## src/rtl/ofdm_tx_pkg.sv

```systemverilog
// Shared types and constants for the OFDM TX chain: code rates, encoder FSM states,
// puncture keep-masks per rate/phase, and the default 802.11a K=7 133/171 generators.
// Pure declarations; no latency or backpressure of its own.
package ofdm_tx_pkg;

    localparam int         CONV_K  = 7;
    localparam logic [6:0] CONV_G0 = 7'o133;
    localparam logic [6:0] CONV_G1 = 7'o171;

    typedef enum logic [1:0] {
        RATE_1_2  = 2'b00,
        RATE_2_3  = 2'b01,
        RATE_3_4  = 2'b10,
        RATE_RSVD = 2'b11
    } rate_t;

    typedef enum logic [1:0] {
        ST_IDLE,
        ST_RUN,
        ST_TAIL
    } enc_state_t;

    // Keep-mask for one encoded beat, returned as {keep_B, keep_A}.
    // The reserved rate falls into the default branch and is sent unpunctured.
    function automatic logic [1:0] punct_keep(rate_t r, logic [1:0] ph);
        logic [1:0] keep;
        keep = 2'b11;
        case (r)
            RATE_2_3: if (ph == 2'd1) keep = 2'b01;
            RATE_3_4: begin
                if (ph == 2'd1)      keep = 2'b01;
                else if (ph == 2'd2) keep = 2'b10;
            end
            default:  keep = 2'b11;
        endcase
        return keep;
    endfunction

    // Phase after the current beat; wraps at the puncture period (1, 2 or 3).
    function automatic logic [1:0] punct_next_phase(rate_t r, logic [1:0] ph);
        logic [1:0] nxt;
        nxt = 2'd0;
        case (r)
            RATE_2_3: nxt = (ph == 2'd0) ? 2'd1 : 2'd0;
            RATE_3_4: nxt = (ph == 2'd2) ? 2'd0 : ph + 2'd1;
            default:  nxt = 2'd0;
        endcase
        return nxt;
    endfunction

endpackage

```

## src/rtl/conv_enc_core.sv

```systemverilog
// Rate-1/2 convolutional encoder core: K-1 bit history register plus two XOR trees.
// Latency: coded bits A/B are combinational from din_i and the stored history.
// Backpressure: none; the history only advances when en_i is high.
// Ports: en_i advances the history, clr_i forces the history to zero for this beat,
//        din_i is the current bit, a_o/b_o are the G0/G1 coded bits.
module conv_enc_core
    import ofdm_tx_pkg::*;
#(
    parameter int           K  = CONV_K,
    parameter logic [K-1:0] G0 = CONV_G0,
    parameter logic [K-1:0] G1 = CONV_G1
) (
    input  logic sys_clk,
    input  logic sys_rstn,
    input  logic en_i,
    input  logic clr_i,
    input  logic din_i,
    output logic a_o,
    output logic b_o
);

    // sr_q[0] is the previous bit, sr_q[i] the bit i+1 beats ago.
    logic [K-2:0] sr_q, sr_d, past;
    logic [K-1:0] v, tap0, tap1;

    // Generators put the current-input tap at the MSB; reverse them so tap[i]
    // lines up with v[i] (the bit i beats ago).
    for (genvar i = 0; i < K; i++) begin : g_tap
        assign tap0[i] = G0[K-1-i];
        assign tap1[i] = G1[K-1-i];
    end

    assign past = clr_i ? '0 : sr_q;
    assign v    = {past, din_i};
    assign a_o  = ^(v & tap0);
    assign b_o  = ^(v & tap1);

    always_comb begin
        sr_d = sr_q;
        if (en_i)       sr_d = {past[K-3:0], din_i};
        else if (clr_i) sr_d = '0;
    end

    always_ff @(posedge sys_clk or negedge sys_rstn) begin
        if (!sys_rstn) sr_q <= '0;
        else           sr_q <= sr_d;
    end

endmodule

```

## src/rtl/conv_enc_punct.sv

```systemverilog
// K=7 convolutional encoder with per-frame puncturing (1/2, 2/3, 3/4) and serial output.
// Latency: a beat accepted at cycle t presents its first coded bit at t+1.
// Backpressure: 2-bit holding buffer; in_ready only when it will be empty next cycle.
// Ports: in_* uncoded bit stream (valid/ready, sof/last framing, rate on sof),
//        out_* serial coded bits (valid/ready, last), busy = frame in flight,
//        rate_err = one-cycle pulse after a sof with the reserved rate.
// Build option: CONV_TAIL_FLUSH_EN appends K-1 zero tail bits after in_last.
module conv_enc_punct
    import ofdm_tx_pkg::*;
#(
    parameter int           K  = CONV_K,
    parameter logic [K-1:0] G0 = CONV_G0,
    parameter logic [K-1:0] G1 = CONV_G1
) (
    input  logic       sys_clk,
    input  logic       sys_rstn,
    input  logic       in_data,
    input  logic       in_valid,
    output logic       in_ready,
    input  logic       in_sof,
    input  logic       in_last,
    input  logic [1:0] rate,
    output logic       out_data,
    output logic       out_valid,
    input  logic       out_ready,
    output logic       out_last,
    output logic       busy,
    output logic       rate_err
);

    enc_state_t state_q, state_d;
    rate_t      rate_q, rate_d, beat_rate;
    logic [1:0] phase_q, phase_d, beat_phase;
    logic [1:0] buf_q, buf_d;      // buf_q[0] is the bit on out_data
    logic [1:0] cnt_q, cnt_d;      // pending coded bits, 0..2
    logic       last_q, last_d;    // the final pending bit closes the frame
    logic       rate_err_q, rate_err_d;
    logic       out_fire, slot_free, in_fire, sof_fire, tail_load, load;
    logic       enc_din, enc_a, enc_b;
    logic [1:0] keep;
`ifdef CONV_TAIL_FLUSH_EN
    localparam int TW = $clog2(K);
    logic [TW-1:0] tail_q, tail_d;  // tail bits still to be encoded
`endif

    assign out_fire  = out_valid & out_ready;
    // A new beat may load when the buffer is empty or its last bit leaves now,
    // so consecutive beats stream without a bubble.
    assign slot_free = (cnt_q == 2'd0) | ((cnt_q == 2'd1) & out_fire);
    assign in_ready  = slot_free & (state_q != ST_TAIL);
    assign in_fire   = in_valid & in_ready;
    assign sof_fire  = in_fire & in_sof;
`ifdef CONV_TAIL_FLUSH_EN
    assign tail_load = slot_free & (state_q == ST_TAIL) & (tail_q != '0);
`else
    assign tail_load = 1'b0;
`endif
    assign load      = in_fire | tail_load;
    assign enc_din   = in_fire & in_data;   // tail beats encode zeros

    // The sof beat itself uses the freshly presented rate and phase 0.
    assign beat_rate  = sof_fire ? rate_t'(rate) : rate_q;
    assign beat_phase = sof_fire ? 2'd0 : phase_q;
    assign keep       = punct_keep(beat_rate, beat_phase);

    assign out_valid = (cnt_q != 2'd0);
    assign out_data  = buf_q[0];
    assign out_last  = (cnt_q == 2'd1) & last_q;
    assign busy      = (state_q != ST_IDLE);
    assign rate_err  = rate_err_q;

    conv_enc_core #(
        .K  (K),
        .G0 (G0),
        .G1 (G1)
    ) u_core (
        .sys_clk  (sys_clk),
        .sys_rstn (sys_rstn),
        .en_i     (load),
        .clr_i    (sof_fire),
        .din_i    (enc_din),
        .a_o      (enc_a),
        .b_o      (enc_b)
    );

    always_comb begin
        state_d    = state_q;
        rate_d     = rate_q;
        phase_d    = phase_q;
        buf_d      = buf_q;
        cnt_d      = cnt_q;
        last_d     = last_q;
        rate_err_d = sof_fire & (rate_t'(rate) == RATE_RSVD);
`ifdef CONV_TAIL_FLUSH_EN
        tail_d     = tail_q;
`endif

        if (out_fire) begin
            buf_d = {1'b0, buf_q[1]};
            cnt_d = cnt_q - 2'd1;
        end

        if (load) begin
            phase_d = punct_next_phase(beat_rate, beat_phase);
            case (keep)
                2'b11: begin buf_d = {enc_b, enc_a}; cnt_d = 2'd2; end
                2'b10: begin buf_d = {1'b0, enc_b};  cnt_d = 2'd1; end
                default: begin buf_d = {1'b0, enc_a}; cnt_d = 2'd1; end
            endcase
`ifdef CONV_TAIL_FLUSH_EN
            last_d = tail_load & (tail_q == TW'(1));
`else
            last_d = in_last;
`endif
        end

        if (sof_fire) rate_d = rate_t'(rate);

        case (state_q)
            ST_IDLE, ST_RUN: begin
`ifndef CONV_TAIL_FLUSH_EN
                if (out_fire & out_last) state_d = ST_IDLE;
`endif
                // A sof while busy simply restarts the frame.
                if (sof_fire) state_d = ST_RUN;
`ifdef CONV_TAIL_FLUSH_EN
                if (in_fire & in_last & (in_sof | (state_q == ST_RUN))) begin
                    state_d = ST_TAIL;
                    tail_d  = TW'(K - 1);
                end
`endif
            end
            ST_TAIL: begin
`ifdef CONV_TAIL_FLUSH_EN
                if (tail_load) tail_d = tail_q - 1'b1;
                if (out_fire & out_last) state_d = ST_IDLE;
`else
                state_d = ST_IDLE;
`endif
            end
            default: state_d = ST_IDLE;
        endcase
    end

    always_ff @(posedge sys_clk or negedge sys_rstn) begin
        if (!sys_rstn) begin
            state_q    <= ST_IDLE;
            rate_q     <= RATE_1_2;
            phase_q    <= 2'd0;
            buf_q      <= 2'd0;
            cnt_q      <= 2'd0;
            last_q     <= 1'b0;
            rate_err_q <= 1'b0;
`ifdef CONV_TAIL_FLUSH_EN
            tail_q     <= '0;
`endif
        end else begin
            state_q    <= state_d;
            rate_q     <= rate_d;
            phase_q    <= phase_d;
            buf_q      <= buf_d;
            cnt_q      <= cnt_d;
            last_q     <= last_d;
            rate_err_q <= rate_err_d;
`ifdef CONV_TAIL_FLUSH_EN
            tail_q     <= tail_d;
`endif
        end
    end

endmodule

```

## config.mk

```make
export PLATFORM = sky130hd
export DESIGN_NAME = conv_enc_punct
export DESIGN_NICKNAME = d
export VERILOG_FILES = /design/src/rtl/ofdm_tx_pkg.sv /design/src/rtl/conv_enc_core.sv /design/src/rtl/conv_enc_punct.sv
export SDC_FILE = /design/constraint.sdc
export NUM_CORES = 1
export LEC_CHECK = 0
export BUFFER_PORTS_ARGS = -buffer_cell sky130_fd_sc_hd__buf_2
export CORE_UTILIZATION = 45
export CTS_CLUSTER_DIAMETER = 200
export DETAILED_ROUTE_END_ITERATION = 6
export GPL_ROUTABILITY_DRIVEN = 0
export HOLD_SLACK_MARGIN = 0.12
export PLACE_DENSITY = 0.66
export SLEW_MARGIN = 0
export SYNTH_ARGS = -nofsm -noshare
export SYNTH_HDL_FRONTEND = slang
export SYNTH_SLANG_ARGS = --single-unit
```

## constraint.sdc

```tcl
create_clock -name sys_clk -period 7 [get_ports sys_clk]
set_clock_uncertainty 0.2 [all_clocks]
set_input_delay 1.75 -clock sys_clk [delete_from_list [all_inputs] [get_ports sys_clk]]
set_output_delay 1.75 -clock sys_clk [all_outputs]
set_load 0.02 [all_outputs]
```

* Word level (Yosys, flattened, before mapping)
Index checks and enable logic that the tools add are counted.
Widths: inputs -> output; s select.
** Cells by class
- Reduce and logical (&&, ||, !) cells :: 9
- Eq/ne operators :: 11
- Bitwise operators :: 10
- Mux-type cells :: 20
- $add $sub $neg :: 2
** Operator list (number)
- $mux 2 :: 13
- $reduce_xor 7->1 :: 2
- $mux 6 :: 2
- $pmux 2 s2 :: 3
- $eq 2x2->1 const B :: 5
- $and 1x1->1 :: 9
- $eq 2x1->1 const B :: 4
- $logic_not 2->1 :: 3
- $reduce_bool 2->1 :: 3
- $ne 3x3->1 const B :: 1
- $add 2x1->2 const B :: 1
- $mux 1 :: 2
- $ne 2x2->1 const B :: 1
- $reduce_or 2->1 :: 1
- $sub 2x1->2 const B :: 1
- $or 1x1->1 :: 1
** Storage, ports and cells
- Output and inout bits :: 6
- Word-level logic and storage cells :: 60
- Register bits :: 18

* Longest topological paths before layout
Gate-level depths: netlist (run 1).
- Depth after elaboration :: 15
- Gate-level depth with buffers :: 13
- Depth with buffers taken out :: 12

* Hierarchy
From an unflattened synthesis (run 1), not the netlist that was laid out.
** Second synthesis, totals
- Cells, all modules :: 99
- Area total of the unflattened synthesis :: 999.7 um^2
** By module, submodules not included
- conv_enc_punct :: cells an instance 70, times used 1, area an instance 681.9 um^2
- conv_enc_core :: cells an instance 29, times used 1, area an instance 317.8 um^2

* Least setup slack after synthesis (run 1)
Ideal clock, no wire load.
- Kind :: input to register
- From :: input port out_ready
- To :: register buf_q[0]
- Setup slack :: 2944 ps
- Setup time :: 129 ps
- Arrival :: 3727 ps
- Path buffers :: 1
- Stages on the path :: 9
- Data required time :: 6671 ps
- Cell sequence :: a21o_1 > buf_2 > nand3_1 > mux2_2 > ha_1 > o41ai_1 > a22oi_1 > nor3_1 > nand3_1
** RTL lines
- from (decl) :: line conv_enc_punct.sv:25 : input logic out_ready,
- $and 1x1->1 (*) :: line conv_enc_punct.sv:46 : assign out_fire = out_valid & out_ready;
- $and 1x1->1 (*) :: line conv_enc_punct.sv:49 : assign slot_free = (cnt_q == 2'd0) | ((cnt_q == 2'd1) & out_fire);
- $or 1x1->1 (*) :: line conv_enc_punct.sv:49
- $and 1x1->1 (*) :: line conv_enc_punct.sv:50 : assign in_ready = slot_free & (state_q != ST_TAIL);
- named net in_ready :: line conv_enc_punct.sv:19 : output logic in_ready,
- $and 1x1->1 (*) :: line conv_enc_punct.sv:51 : assign in_fire = in_valid & in_ready;
- $and 1x1->1 (*) :: line conv_enc_punct.sv:52 : assign sof_fire = in_fire & in_sof;
- $mux 2 (*)
- named net beat_rate[1] :: line conv_enc_punct.sv:32 : rate_t rate_q, rate_d, beat_rate;
- $eq 2x2->1 or $eq 2x1->1 (tied branches) :: line ofdm_tx_pkg.sv:28 : case (r)
- $pmux 2 s2 (*) :: line ofdm_tx_pkg.sv:28
- $eq 2x2->1 :: line conv_enc_punct.sv:105 : case (keep)
- $pmux 2 s2 (*) :: line conv_enc_punct.sv:105
- $mux 2 (*) :: line conv_enc_punct.sv:103 : if (load) begin
- to (signal assigned) :: line conv_enc_punct.sv:161 : buf_q <= buf_d;
- to (decl) :: line conv_enc_punct.sv:34 : logic [1:0] buf_q, buf_d;
The timed path passes the listed nets; every way through them passes the cells marked *.
A chain may end at the register's enable or synchronous reset.

* Final worst setup path (run 1)
- From :: input port out_ready
- To :: output port in_ready
** Between the ends
- Word-level cells in the longest chain between the ends :: 4
** RTL lines (line)
- $and 1x1->1 :: conv_enc_punct.sv:46
- $and 1x1->1 :: conv_enc_punct.sv:49
- $or 1x1->1 :: conv_enc_punct.sv:49
- $and 1x1->1 :: conv_enc_punct.sv:50
- to (decl) :: conv_enc_punct.sv:19
Every way passes these cells.

==> results of run 1 <==
[flip-flops by register name, indices dropped and copies added, names as in the netlist]
name / flops
buf_q: 2
last_q: 1
u_core.sr_q: 6
rate_err: 1
rate_q: 2
cnt_q: 2
state_q: 1
phase_q: 2
[layer usage]
layer  vias up  wire length, um
li1        390                -
met1       369              887
met2        10              918
met3         4               52
met4         0               29
met5         -                0
[worst max-delay path by stage]
stage,slack [ns],cells after the start,endpoint,startpoint
global route,2.71,3,in_ready,out_ready
global placement,2.77,3,in_ready,out_ready
detailed placement,2.69,9,buf_q[0]$_DFFE_PN0P_,out_ready
floorplan,2.94,9,buf_q[0]$_DFFE_PN0P_,out_ready
CTS,2.75,3,in_ready,out_ready
finish,2.75,3,in_ready,out_ready
[worst max-delay path, cell delays in order]
cell and delay, ns:
buf_2 0.11, a21o_1 0.25, buf_2 0.19
[power by group]
part	leakage [nW]	internal (mW)	switching (mW)	total (mW)
combinational	0.287	0.103	0.144	0.247
clock	0.0150	0.0222	0.0309	0.0532
sequential	0.217	0.136	0.0282	0.164
[final cells by class]
class,instances,area share
multi-input cells,76,0.470
clock buffers,4,0.0241
flip-flops and latches,17,0.390
inverters,6,0.0206
well taps,27,0.0310
repair buffers,14,0.0642
[Yosys cell counts, drive strengths merged]
| master | count | share of area |
|---|---|---|
| o221ai | 1 | 0.0089 |
| a211oi | 1 | 0.0076 |
| ha | 4 | 0.051 |
| or2b | 2 | 0.015 |
| nand2 | 13 | 0.049 |
| xor2 | 2 | 0.018 |
| mux2i | 3 | 0.030 |
| nand2b | 4 | 0.025 |
| nor3 | 3 | 0.015 |
| o41ai | 1 | 0.0089 |
| a22oi | 1 | 0.0076 |
| nor2 | 7 | 0.027 |
| a21oi | 2 | 0.010 |
| buf | 5 | 0.025 |
| and4 | 1 | 0.0089 |
| nand3 | 4 | 0.020 |
| mux2 | 3 | 0.034 |
| dfrtp | 17 | 0.43 |
| xnor3 | 1 | 0.024 |
| nor4b | 2 | 0.018 |
| and3b | 1 | 0.0089 |
| o21bai | 1 | 0.0076 |
| nand4b | 1 | 0.0089 |
| nand4 | 4 | 0.025 |
| inv | 6 | 0.023 |
| and2 | 1 | 0.0063 |
| nor3b | 1 | 0.0076 |
| a21o | 2 | 0.015 |
| nor2b | 1 | 0.0063 |
| a22o | 2 | 0.019 |
| o21ai | 7 | 0.036 |
[stage by stage]
| step | hold slack (ns) | total power, mW | worst slack, ns | area (sq um) | cells |
|---|---|---|---|---|---|
| after floorplan | 0.250 | 0.357 | 2.94 | 986 | 104 |
| after global placement | 0.257 | 0.402 | 2.77 | 1060 | 140 |
| after detailed placement | 0.262 | 0.412 | 2.69 | 1060 | 140 |
| after CTS | 0.287 | 0.467 | 2.75 | 1090 | 144 |
| after global routing | 0.323 | 0.505 | 2.71 | 1090 | 144 |
| final | 0.289 | 0.464 | 2.75 | 1090 | 144 |
[cells by family (layout without fill, tap and decap cells)]
logic type / Yosys count / after routing / share of synthesized area
mux: 6 / 6 / 0.0647
simple gates: 45 / 45 / 0.242
compound gates: 18 / 18 / 0.121
xor+xnor: 3 / 3 / 0.0419
buf+inv: 11 / 24 / 0.0482
fa+ha+maj: 4 / 4 / 0.0508
flops: 17 / 17 / 0.431
==> summary.md, run 1 <==
| Metric | Value |
|---|---|
| Final setup violation count | `0` |
| Post-CTS Hold Fix Bufs | `0` |
| FP Rows | `16` |
| CTS tree | `built` |
| Worst setup SP type | `primary input` |
| Final TNS setup | `0 ns` |
| Post-route DRC | `0` |
| Fin crit period | `4.25 ns` |
| Root buf cell | `clkbuf_4` |
| Final global-route overflow total | `0` |
| Core Area | `0.00200 sq mm` |
| First-pass iteration count of the detailed router | `4` |
| Vert. Die Dim | `48.8 um` |
| RSZ-0062 raised after global routing | `no` |
| Layout Utilization | `0.545` |
| Sequential area share after synthesis | `0.431` |
| H-tree depth | `1` |
| Hold worst-path end | `state_q[0]$_DFFE_PN0P_` |
| Commonest non-fill, non-tap cell in the layout | `dfrtp_1` |
| Worst-case reg-to-reg path depth | `10` |
| Antenna violations before repair | `0` |
| Worst path arrival time | `2.30 ns` |
| Crit. End Element | `output port` |
| Avg Synthesized Cell Area | `9.48 sq um` |
| Post-Syn Instances | `104` |
| Pwr dens | `426 mW/mm^2` |
| Crit Path Max Fanout | `8` |
| M1 GR Usage | `0.210` |
| 1st-iter DRT viols | `20` |
| Worst hold path class | `reg2reg` |
| Yosys reg bits | `17` |
| Final worst-path cycle share | `0.607` |
| WL per Instance | `13.1 um` |
| Max Buffers Root-to-Sink | `2` |
| Routed Antenna Nets | `0` |
| Footprint of the multi-input gates | `513 sq um` |
| Starting Density | `0.493` |
| Worst skew pair latency | `0.29 ns` |
| Max cap viols | `0` |
| Ports | `15` |
| Hold path cells | `2` |
| VDD IR-drop max | `0.218 mV` |
| Global-route total usage across every layer | `0.176` |
| Post-CTS Resized | `0` |
| Buffers on Ports | `14` |
| Reg clk slew, reported paths | `0.09 ns` |
| Final Hold Viols | `0` |
| Proportion of layout cells with a drive suffix above 1 | `0.188` |
| Synth cell types | `32` |
| Global route hottest layer | `met2` |
| Final net count | `131` |
| DP Wirelength | `1.36 mm` |
| Number of filler cells placed in the layout | `194` |
| First-pass GRT wire length | `3.13 mm` |
| Die footprint | `0.00238 sq mm` |
| Pin count of the biggest net entering global routing | `21` |
| Die width | `48.8 um` |
| Slew at the pin closest to its max-slew limit | `0.614 ns` |
| Inserted Clock Buffers | `3` |
| Postcts setup bufs | `0` |
| Worst hold start | `state_q[0]$_DFFE_PN0P_` |
| Vias in the first global route | `688` |
| Number of max-slew violations in the final report | `0` |
| WP data required | `5.05 ns` |
| Status | `finished clean` |
| Relative slew slack | `0.589` |
| Antenna diodes | `0` |
| RR Startpoint | `cnt_q[0]$_DFFE_PN0P_` |
| Max Freq | `235 MHz` |
| Via density | `5.37` |
| CP Class | `in2out` |
| Crit Reg-Reg Endpoint | `buf_q[0]$_DFFE_PN0P_` |
| Clk sink count | `17` |
| GR Layer Usage met3 | `0.0467` |
| Wirelength, routed | `1.89 mm` |
| Synth warn | `0` |
| Post-Syn Area | `986 sq um` |
| Most frequent cells in the layout | `dfrtp_1, buf_2, nand2_1` |
| R2r setup slk | `3.83 ns` |
| Post-synth net total | `117` |
| LEAKAGE | `0.520 nW` |
| Met2 usage | `0.299` |
| Via count | `773` |
| Area Overhead vs Synth | `10.7%` |
| FF+latch area | `425 sq um` |
No activity file was read; power rests on OpenSTA's default activity.
==> run 2: changes to the inputs <==
- ABC_AREA: unset -> 1
- PLACE_DENSITY: 0.66 -> 0.65
- clock period: 7 -> 4.3 ns (I/O delays scaled with it)
==> run 2 against run 1 <==
  * Area after synthesis up 6.9%
  * Largest cell class unchanged
  * First-iteration DRC count down 55%
  * Sequential share of layout area down 2.4 points
  * Highest routed layer unchanged
  * Combinational power up 110%
  * Clock power up 64%
  * Wire length up 6.9%
==> summary.md, run 2 <==
| Metric | Value |
|---|---|
| Post-CTS Resized | `0` |
| Crit Path Max Fanout | `18` |
| Most common cell in the netlist | `nand2_1` |
| WL met3 | `62 um` |
| Vias in the first global route | `853` |
| Post-synth net total | `148` |
| Area share of the largest cell type after synthesis | `0.404` |
| Antenna violations before repair | `0` |
| Final global-route overflow total | `0` |
| Worst skew pair latency | `0.29 ns` |
| VDD IR-drop max | `0.391 mV` |
| Synth cell types | `26` |
| Prevailing post-synth register cell | `dfrtp_1` |
| 1st-iter DRT viols | `9` |
| Die width | `50.4 um` |
| Relative slew slack | `0.729` |
| Hold worst-path end | `buf_q[1]$_DFFE_PN0P_` |
| Max cap viols | `0` |
| Status | `finished clean` |
| Via density | `4.98` |
| Hold path cells | `2` |
| Max Buffers Root-to-Sink | `2` |
| Reg clk slew, reported paths | `0.10 ns` |
| Post-CTS Hold Fix Bufs | `0` |
| Synth warn | `0` |
| Inserted Clock Buffers | `3` |
| Final worst-path cycle share | `0.697` |
| DP Wirelength | `1.48 mm` |
| Clk sink count | `17` |
| Pin count of the biggest net entering global routing | `19` |
| R2r setup slk | `1.54 ns` |
| Worst hold start | `buf_q[1]$_DFFE_PN0P_` |
| Buffers on Ports | `14` |
| Root buf cell | `clkbuf_4` |
| Crit Reg-Reg Endpoint | `buf_q[0]$_DFFE_PN0P_` |
| Ports | `15` |
| Biggest register | `u_core.sr_q` |
| Number of filler cells placed in the layout | `222` |
| Top cells by area, synth | `dfrtp_1, nand2_1, inv_1, nand3_1, o21ai_0` |
| FF+latch area | `425 sq um` |
| Proportion of layout cells with a drive suffix above 1 | `0.213` |
| Final Hold Viols | `0` |
| Antenna diodes | `0` |
| Count of flip-flops with a built-in enable after synthesis | `0` |
| LEAKAGE | `0.631 nW` |
| Layout Utilization | `0.525` |
| Die footprint | `0.00254 sq mm` |
| CTS tree | `built` |
| CP Class | `in2reg` |
| Final net count | `164` |
| Wirelength, routed | `2.02 mm` |
| Crit. End Element | `flip-flop` |
| Vert. Die Dim | `50.4 um` |
| Max Freq | `334 MHz` |
| Worst path arrival time | `3.03 ns` |
| Final TNS setup | `0 ns` |
| Post-Syn Area | `0.00105 sq mm` |
| Top post-synthesis cells by count | `nand2_1, inv_1, dfrtp_1` |
| Max reg flops | `6` |
| Postcts setup bufs | `0` |
| Via count | `887` |
| Worst-case reg-to-reg path depth | `16` |
| Area Overhead vs Synth | `10.3%` |
| Most frequent cells in the layout | `nand2_1, inv_1, dfrtp_1` |
| Uppermost routed layer | `met4` |
| Slew at the pin closest to its max-slew limit | `0.405 ns` |
| Worst hold path class | `reg2reg` |
| Biggest area consumer among synthesized cells | `dfrtp_1` |
| Final setup violation count | `0` |
| M1 WL | `995 um` |
| Starting Density | `0.476` |
| Footprint of the multi-input gates | `523 sq um` |
| RR Startpoint | `cnt_q[0]$_DFFE_PN0P_` |
| Pwr dens | `767 mW/mm^2` |
| Post-route DRC | `0` |
| WP data required | `4.33 ns` |
| Global-route total usage across every layer | `0.192` |
| Post-Syn Instances | `135` |
| First-pass iteration count of the detailed router | `4` |
| Fin crit period | `3.00 ns` |
| H-tree depth | `1` |
| Async S/R FF share, synth | `1.00` |
| Commonest non-fill, non-tap cell in the layout | `nand2_1` |
| Sequential area share after synthesis | `0.404` |
| FP Rows | `17` |
| WL met2 | `910 um` |
| Core Area | `0.00221 sq mm` |
| Worst setup SP type | `primary input` |
| Number of max-slew violations in the final report | `0` |
| First-pass GRT wire length | `3.54 mm` |
| Routed Antenna Nets | `0` |
| RSZ-0062 raised after global routing | `no` |
| Yosys reg bits | `17` |
| Avg Synthesized Cell Area | `7.80 sq um` |
| WL per Instance | `11.3 um` |
[run 2: changes by cell type after synthesis, moves of 4 or more]
cell / delta
o21ai_0: +4
nand3_1: +7
nand2_1: +26
buf_2: -5
nand4_1: -4
nand2b_1: -4
nand3_2: +4
inv_1: +15
[run 2: layout make-up]
class	count	share of cell area
multi-input cells	93	0.450
flip-flops and latches	17	0.366
inverters	22	0.0710
repair buffers	14	0.0603
well taps	28	0.0301
clock buffers	4	0.0226
[run 2: how the worst max path moves through the flow]
stage,from,cells after the start,endpoint
3_5_place_dp,out_ready,15,buf_q[0]$_DFFE_PN0P_
2_1_floorplan,out_ready,15,buf_q[0]$_DFFE_PN0P_
5_1_grt,out_ready,14,cnt_q[1]$_DFFE_PN0P_
3_3_place_gp,out_ready,14,cnt_q[1]$_DFFE_PN0P_
6_report,out_ready,15,buf_q[0]$_DFFE_PN0P_
4_1_cts,out_ready,15,buf_q[0]$_DFFE_PN0P_
[run 2: metrics by stage]
| step | hold WS (ns) | setup slack, ns | area, sq um | power [mW] | cells |
|---|---|---|---|---|---|
| global placement | 0.267 | 1.07 | 1140 | 0.790 | 174 |
| floorplan | 0.249 | 1.26 | 1050 | 0.706 | 135 |
| finish | 0.293 | 1.30 | 1160 | 0.891 | 178 |
| detailed placement | 0.272 | 0.997 | 1140 | 0.807 | 174 |
| global route | 0.330 | 1.10 | 1160 | 0.985 | 178 |
| CTS | 0.296 | 1.32 | 1160 | 0.899 | 178 |
[run 2: critical path: stages]
cell and delay [ns]:
buf_2 0.10, nand2_1 0.09, nand2_4 0.07, nand3_4 0.19, inv_1 0.08, o21ai_0 0.30
inv_1 0.09, ha_1 0.35, nor2_1 0.10, nand2_1 0.08, nor2_1 0.15, inv_1 0.07
nand3_2 0.07, nand3_2 0.07, a21oi_2 0.12
[run 2: layer usage]
layer | GRT usage | vias up
met5 | 0 | -
met4 | 0.111 | 0
met3 | 0.0364 | 5
met2 | 0.322 | 19
met1 | 0.226 | 403
li1 | - | 460
[run 2: logic make-up (layout without fill, tap and decap cells)]
family	after synthesis	after routing	synth area share
buffers and inverters	25	40	0.0998
AND/OR/NAND/NOR	67	67	0.319
adder cells (fa/ha/maj)	4	4	0.0475
AO/OA/AOI/OAI	22	22	0.129
flip-flops	17	17	0.404
[run 2: power breakdown]
group / internal (mW) / total, mW / switching [mW]
clock: 0.0362 / 0.0875 / 0.0513
combinational: 0.192 / 0.529 / 0.337
sequential: 0.228 / 0.275 / 0.0465
==> run 3: changes to the inputs <==
- clock period: 4.3 -> 2.9 ns (I/O delays scaled with it)
==> run 3 against run 2 <==
  * Sequential power up 47%
  * Via count up 0.90%
  * Die area unchanged
  * Core utilization up 0.74 points
  * First-iteration DRC count up 130%
  * Register-to-register slack worse by 1.2 ns
  * Combinational power up 54%
  * Worst hold slack worse by 0.16 ns
  * Critical path depth up 1
  * Worst setup slack worse by 1.0 ns
  * Global-route usage down 0.55 points
==> summary.md, run 3 (synthesis results as in run 2) <==
| Metric | Value |
|---|---|
| Final Cell Area | `0.00118 sq mm` |
| FP Rows | `17` |
| Crit. End Element | `flip-flop` |
| Worst setup startpoint | `cnt_q[0]$_DFFE_PN0P_` |
| Final TNS setup | `0 ns` |
| Post-CTS Resized | `0` |
| Relative slew slack | `0.730` |
| Final global-route overflow total | `0` |
| R2r setup slk | `0.30 ns` |
| Area Overhead vs Synth | `11.9%` |
| Placed cell count | `176` |
| CTS tree | `built` |
| Final net count | `166` |
| Via density | `4.97` |
| WP data required | `2.93 ns` |
| Final setup violation count | `0` |
| Ports | `15` |
| Number of max-slew violations in the final report | `0` |
| Layout Utilization | `0.533` |
| Max Freq | `384 MHz` |
| Cell Area, Placed | `0.00115 sq mm` |
| 1st-iter DRT viols | `21` |
| Pre-CTS setup slack | `0.126 ns` |
| Inserted Clock Buffers | `3` |
| Clk sink count | `17` |
| Die width | `50.4 um` |
| Worst skew pair latency | `0.29 ns` |
| Crit Reg-Reg Endpoint | `buf_q[0]$_DFFE_PN0P_` |
| Commonest non-fill, non-tap cell in the layout | `nand2_1` |
| Vert. Die Dim | `50.4 um` |
| Worst-case reg-to-reg path depth | `16` |
| Buffers on Ports | `14` |
| First-pass GRT wire length | `3.48 mm` |
| Worst setup SP type | `flip-flop` |
| Root buf cell | `clkbuf_4` |
| Die footprint | `0.00254 sq mm` |
| Antenna violations before repair | `0` |
| VDD IR-drop max | `0.548 mV` |
| Postcts setup bufs | `0` |
| Vias in the first global route | `831` |
| Starting Density | `0.476` |
| CP Class | `reg2reg` |
| RSZ-0062 raised after global routing | `no` |
| Core Area | `0.00221 sq mm` |
| Routed Antenna Nets | `0` |
| Wirelength, routed | `2.11 mm` |
| Fin crit period | `2.60 ns` |
| Final cell count without fillers | `180` |
| Pin count of the biggest net entering global routing | `18` |
| WL per Instance | `11.7 um` |
| Status | `finished clean` |
| DP Wirelength | `1.58 mm` |
| Global-route total usage across every layer | `0.186` |
| RR Startpoint | `cnt_q[0]$_DFFE_PN0P_` |
| Final worst-path cycle share | `0.897` |
| Worst hold path class | `in2async` |
| Post-route DRC | `0` |
| Pwr dens | `1140 mW/mm^2` |
| Max Buffers Root-to-Sink | `2` |
| Proportion of layout cells with a drive suffix above 1 | `0.230` |
| Worst setup margin | `0.298 ns` |
| Max reg flops | `6` |
| LEAKAGE | `0.643 nW` |
| Max cap viols | `0` |
| Via count | `895` |
| Final Hold Viols | `0` |
| H-tree depth | `1` |
| Crit Path Max Fanout | `9` |
| Antenna diodes | `0` |
| Post-CTS Hold Fix Bufs | `0` |
| Most frequent cells in the layout | `nand2_1, inv_1, dfrtp_1` |
| Biggest register | `u_core.sr_q` |
| Worst path arrival time | `2.63 ns` |
| Slew at the pin closest to its max-slew limit | `0.405 ns` |
| First-pass iteration count of the detailed router | `5` |
| Reg clk slew, reported paths | `0.10 ns` |
==> run 3: changes by cell type in the layout (fill, tap and decap cells not counted), sizes merged <==
cell | before | now
buf | 14 | 16
clkbuf | 4 | 3
clkinv | 0 | 1
==> run 3: routing by layer <==
metal  GRT usage  vias to the layer above  wire length [um]
met5           0                        -                 0
met4      0.0972                        0                55
met3      0.0364                        7               110
met2       0.311                       27               922
met1       0.225                      396              1020
li1            -                      465                 -
==> run 3: worst max path at each step <==
stage                                end  slack, ns  depth (start not counted)
floorplan           buf_q[0]$_DFFE_PN0P_       0.21                         15
global placement    buf_q[0]$_DFFE_PN0P_       0.18                         15
detailed placement  buf_q[0]$_DFFE_PN0P_       0.13                         15
CTS                 buf_q[0]$_DFFE_PN0P_       0.31                         16
global route        buf_q[0]$_DFFE_PN0P_       0.03                         16
finish              buf_q[0]$_DFFE_PN0P_       0.30                         16
==> run 3: area by class of cell <==
cell class,instances,area (sq um)
clock inverters,1,5.00
clock buffers,3,22.5
well taps,28,35.0
multi-input cells,93,523
fillers,223,1030
flip-flops and latches,17,425
repair buffers,16,85.1
inverters,22,82.6
==> run 3: critical path, stage by stage, from the launching register on <==
cell and delay, ns:
dfrtp_1 0.37, inv_1 0.08, ha_1 0.22, inv_2 0.09
nand2_4 0.07, nand3_4 0.11, inv_1 0.06, o21ai_0 0.21
inv_1 0.07, ha_1 0.34, nor2_1 0.10, nand2_1 0.08
nor2_1 0.17, inv_1 0.07, nand3_2 0.09, nand3_2 0.08
a21oi_2 0.12
==> run 3: metrics by stage <==
stage	hold WS, ns	total power [mW]
2_1_floorplan	0.229	1.05
3_3_place_gp	0.270	1.19
3_5_place_dp	0.274	1.22
4_1_cts	0.142	1.36
5_1_grt	0.153	1.48
6_report	0.135	1.35
==> run 3: report_power, final <==
group          internal, mW  switching (mW)  total (mW)  leakage (nW)
registers             0.338          0.0661       0.404         0.218
clock network        0.0514          0.0746       0.126        0.0177
logic                 0.297           0.520       0.817         0.407
total                 0.687           0.661        1.35         0.643
